==> config.mk <==
export PLATFORM = sky130hd
export DESIGN_NAME = serial_sum_deserializer
export DESIGN_NICKNAME = d
export VERILOG_FILES = /design/src/rtl/serial_sum_deserializer.sv
export SDC_FILE = /design/constraint.sdc
export NUM_CORES = 1
export LEC_CHECK = 0
export CORE_ASPECT_RATIO = 0.9
export CORE_MARGIN = 1.5
export CORE_UTILIZATION = 55
export DETAILED_ROUTE_END_ITERATION = 8
export PLACE_DENSITY = 0.78
export SYNTH_ARGS = -nofsm -noshare
export SYNTH_HDL_FRONTEND = slang
export SYNTH_SLANG_ARGS = --single-unit
==> constraint.sdc <==
create_clock -name clk -period 2.4 [get_ports clk]
set_input_delay 0.48 -clock clk [delete_from_list [all_inputs] [get_ports clk]]
set_output_delay 0.48 -clock clk [all_outputs]
set_load 0.02 [all_outputs]
==> src/rtl/serial_sum_deserializer.sv <==
// Collects an LSB-first serial sum stream plus the final carry into a parallel word.
// All outputs are registered; one result_valid pulse is issued per completed frame.
module serial_sum_deserializer #(
  parameter int unsigned WIDTH = 8
) (
  input  logic             clk,
  input  logic             rst,
  input  logic             start,
  input  logic             sum_in,
  input  logic             carry_in,
  output logic [WIDTH:0]   result,
  output logic             result_valid,
  output logic             busy,
  output logic             overrun
);

  localparam int unsigned CntW = (WIDTH > 1) ? $clog2(WIDTH) : 1;
  localparam logic [CntW-1:0] LastIdx = CntW'(WIDTH - 1);

  typedef enum logic {StIdle, StShift} state_e;

  state_e            state_q;
  logic [CntW-1:0]   cnt_q;
  logic [WIDTH-1:0]  shreg_q;
  logic [WIDTH-1:0]  frame;

  // Shift register with the current bit merged in; counter is 0 in idle.
  always_comb begin
    frame        = shreg_q;
    frame[cnt_q] = sum_in;
  end

  always_ff @(posedge clk) begin
    if (rst) begin
      state_q      <= StIdle;
      cnt_q        <= '0;
      shreg_q      <= '0;
      result       <= '0;
      result_valid <= 1'b0;
      busy         <= 1'b0;
      overrun      <= 1'b0;
    end else begin
      result_valid <= 1'b0;
      overrun      <= 1'b0;
      unique case (state_q)
        StIdle: begin
          if (start) begin
            shreg_q <= frame;
            if (WIDTH == 1) begin
              result       <= {carry_in, frame};
              result_valid <= 1'b1;
            end else begin
              cnt_q   <= CntW'(1);
              busy    <= 1'b1;
              state_q <= StShift;
            end
          end
        end
        StShift: begin
          shreg_q <= frame;
          overrun <= start;
          if (cnt_q == LastIdx) begin
            // carry_in is the adder's carry-out of the final sum bit
            result       <= {carry_in, frame};
            result_valid <= 1'b1;
            busy         <= 1'b0;
            cnt_q        <= '0;
            state_q      <= StIdle;
          end else begin
            cnt_q <= cnt_q + CntW'(1);
          end
        end
        default: state_q <= StIdle;
      endcase
    end
  end

endmodule

# Word level (Yosys, flattened, before mapping)
# Cells that the tools add are included.
# W data, S select, Z words.
# op_classes
order_cmp,2
n_addsub,1
n_mux,15
n_eq_ne,3
bitwise_logic,1
n_reduce_logical,4
# ops
cell,n
$pmux W8 S2,1
$bwmux W8,1
$mux W8,1
$mux W1,6
$mux W3,2
$pmux W3 S2,1
$lt A3 B4 Y1 const B,1
$pmux W1 S2,2
$reduce_and A2 Y1,2
$add A3 B1 Y3 const B,1
$demux W1 S3,1
$eq A3 B3 Y1 const B,1
$ge A3 B1 Y1 const B,1
$ne A2 B1 Y1 const B,1
$ne A2 B2 Y1 const B,1
$reduce_or A2 Y1,1
$logic_and A1 B1 Y1,1
$not A1 Y1,1
# word_totals
wordCells,33
output_inout_bits,12
regBits,24

# Logic depth before layout (Yosys ltp)
# logic_depth
word_depth,7
mapped_depth,5
mapped_depth_nobuf,5

# Worst setup path after synthesis
# Ideal clock, no wire load.
# synth_path
kind,register -> register
from,reg cnt_q[1]
to,reg state_q
t_required_ns,2.340
setup_slack_ns,1.006
path_stages_with_launch,5
path_buffers,0
setup_ns,0.060
t_arrival_ns,1.335
cell_sequence,dfxtp_1 -> ha_1 -> ha_1 -> a21oi_1 -> and2b_1
# synth_via
elab_chain_len,3
# synth_rtl
item,line,rtl
"start, declared",23,logic [CntW-1:0] cnt_q;
"start signal, assigned",53,cnt_q <= CntW'(1);
"start signal, assigned",70,cnt_q <= cnt_q + CntW'(1);
$eq A3 B3 Y1,62,if (cnt_q == LastIdx) begin
$mux W1,62,
$pmux W1 S2,45,unique case (state_q)
"end signal, assigned",55,state_q <= StShift;
"end signal, assigned",68,state_q <= StIdle;
"end signal, assigned",73,default: state_q <= StIdle;
"end, declared",22,state_e state_q;
# Every way passes these cells.
# A chain may end at the register's enable or synchronous reset.

# Final worst setup path
# layout_path
from,reg cnt_q[1]
to,reg result[4]
# layout_via
elab_chain_len,5
word_cells_on_any_way,8
# layout_rtl
item,line,rtl
$lt A3 B4 Y1 (not written as such) or $ge A3 B1 Y1 (tied branches),30,frame[cnt_q] = sum_in;
$logic_and A1 B1 Y1 (not written as such),30,
$mux W1 (not written as such),30,
$demux W1 S3,30,
$bwmux W8,30,
"end signal, assigned",50,"result <= {carry_in, frame};"
"end signal, assigned",64,"result <= {carry_in, frame};"
"end, declared",11,"output logic [WIDTH:0] result,"
# Several ways; a longest one is shown, not always the timed one.

==> reports/metrics.yaml <==
drtAntennaViolNets: 0
yosysMostFrequentCell: "dfxtp_1"
rsz0062_at_grt: "no"
grt_util_all_layers: 0.195
grt_pass1_vias: 718
clock_sinks: 24
syn_area_um2: 1090
relSlewSlack: 0.507
crit_top_cell: "ha_1"
vias: 832
leakagePower_nw: 0.489
crit_path_max_incr_delay_ns: 0.60
synth_cell_types: 25
clk_path_buf_depth: 2
fin_area_um2: 1290
cts.hold.buffers_added: 0
fin_skew_ns: 0.00461
critical_path_peak_fanout: 18
h-tree-depth: 1
die_x_um: 50.0
drt-initial-drc-count: 8
ys_ff_latch: 24
nets: 139
critPathCapture: "result[4]"
period_share: 0.766
synth_edf_count: 0
r2r-end: "result[4]"
crit_type: "reg2reg"
cp_cell_sequence: "ha_1, ha_1, a21oi_1, nand2_1, o21ai_0"
cp.required_ns: 2.64
syn_inst: 116
fin_crit_ns: 1.84
drv_slew: 0
outcome: "complete, no violations"
grt_pass1_wl_um: 3260
io_pins: 17
clock.fmax_ghz: 0.544
tritoncts: "yes"
drtPass1Iterations: 4
start_util: 0.578
core_um2: 1900
syn_to_final_growth_pct: 17.7
port_buffers: 16
grt_antenna_before_repair: 0
synth-seq-area-share: 0.439
synthMuxAreaShare: 0.137
grt_max_degree: 20
synth_top_family_by_area: "simple AND/OR/NAND/NOR gates"
async_flop_share: 0
r2r_slack_ns: 0.56
cts_resized: 0
irDropWorstVdd_mv: 0.608
hold_start: "result[6]"
wl_per_cell_um: 12.9
cap_violations: 0
hold_violations: 0
yosysTopAreaCell: "dfxtp_1"
cp.arrival_ns: 2.08
post_cts_buffers: 0
power_density_nw_per_um2: 508
syn_nets: 124
fp-row-count: 15
r2r-start: "cnt_q[1]"
gp_congestion: 0.779
vias_per_cell: 5.40
dp.final_hpwl_um: 1410
endpoint_kind: "flip-flop"
drc: 0
clk_pin_slew_ns: 0.12
synth_xor_xnor_area_share: 0
die_area_um2: 2270
layout-drive-gt1-share: 0.0620
hp-class: "reg2reg"
ys.flop_type: "dfxtp_1"
setup_viol: 0
slowest_stage: "a21oi_1"
yosys.area_share.adder: 0.0343
r2r_cells: 5
synth_warnings: 0
final_util: 0.680
worst_pin_slew_ns: 0.740
crit_start: "cnt_q[1]"
cts_made_buffers: 3
synth_top_cell_area_share: 0.439
grt_overflow: 0
synth_area_leaders: "dfxtp_1, mux2i_1, nand2b_1, o21ai_0, nand2_1"
placed_cell_area_um2: 1270
cp-start-kind: "flip-flop"
timing.setup.tns_ns: 0
clock_latency_ns: 0.30
synth_common_cells: "dfxtp_1, mux2i_1, nand2_1"
avgSynthCellArea_um2: 9.44
wl_um: 1980
clockRootBuffer: "clkbuf_4"
die_h_um: 45.3
synth-compound-area-share: 0.0834
antenna_cells: 0
yosys.area_share.simple: 0.271
## critical path: cells and delay by family, from the launching register on
kind                       cells  cell delay [ns]
adders and majority gates      2             0.48
and+or+nand+nor                1             0.12
AOI/OAI and AO/OA              2             0.69
DFF                            1             0.49
## per-stage QoR
| stage | total power [mW] | hold slack [ns] | instances | worst slack, ns |
|---|---|---|---|---|
| floorplan | 0.473 | 0.447 | 116 | 1.01 |
| global placement | 0.493 | 0.434 | 151 | 0.485 |
| detailed placement | 0.496 | 0.447 | 151 | 0.448 |
| CTS | 0.658 | 0.475 | 154 | 0.511 |
| global route | 0.687 | 0.495 | 154 | 0.309 |
| finish | 0.654 | 0.468 | 154 | 0.561 |
## metal layers
metal / GRT usage / vias up / wire length, µm
met5: 0 / - / 0
met2: 0.300 / 18 / 908
met3: 0.0629 / 2 / 68
met4: 0.0778 / 0 / 24
li1: - / 434 / -
met1: 0.257 / 378 / 981
## layout by cell type, fill, tap and decap left out
master / n
nor2b_1: 1
buf_4: 2
nor3b_1: 5
nor3_1: 2
inv_1: 1
nor2_1: 4
nor2_2: 1
nand2_1: 12
or4b_1: 1
o21ai_0: 10
o2111ai_1: 1
and3b_1: 2
and2b_1: 1
nor4_1: 1
clkdlybuf4s50_1: 16
clkbuf_4: 3
nand3_1: 1
and4bb_2: 2
nor4b_1: 2
mux2i_1: 15
a21oi_1: 5
ha_1: 3
dfxtp_1: 24
nand3b_1: 5
o21bai_1: 1
nand2b_1: 8
## flip-flops by register name (all words and copies together) (netlist names)
register	cells
state_q	1
shreg_q	8
busy	1
result	9
overrun	1
cnt_q	3
result_valid	1
## cell type report
type / instances / area (µm²)
flip-flops and latches: 24 / 480
clock buffers: 3 / 22.5
well taps: 25 / 31.3
multi-input cells: 83 / 576
fillers: 151 / 607
repair buffers: 18 / 175
inverters: 1 / 3.75
## where the power goes
group          internal (mW)  leakage (nW)  switching [mW]
clock network         0.0586        0.0138           0.108
registers              0.407         0.195          0.0117
logic                 0.0342         0.281          0.0346
## cells by family (layout without fill, tap and decap cells)
group	Yosys count	in the layout
AOI/OAI and AO/OA	17	17
and+or+nand+nor	48	48
buffers and inverters	9	22
DFF	24	24
muxes	15	15
adders and majority gates	3	3
## worst min-delay path by stage
stage | endpoint | slack (ns) | cells after the start
6_report | result[6] | 0.47 | 2
5_1_grt | result[6] | 0.50 | 2
4_1_cts | result[7] | 0.48 | 2
3_5_place_dp | result[7] | 0.45 | 2
3_3_place_gp | result[5] | 0.43 | 2
2_1_floorplan | shreg_q[0] | 0.45 | 2
No activity file was read; power rests on OpenSTA's default activity.
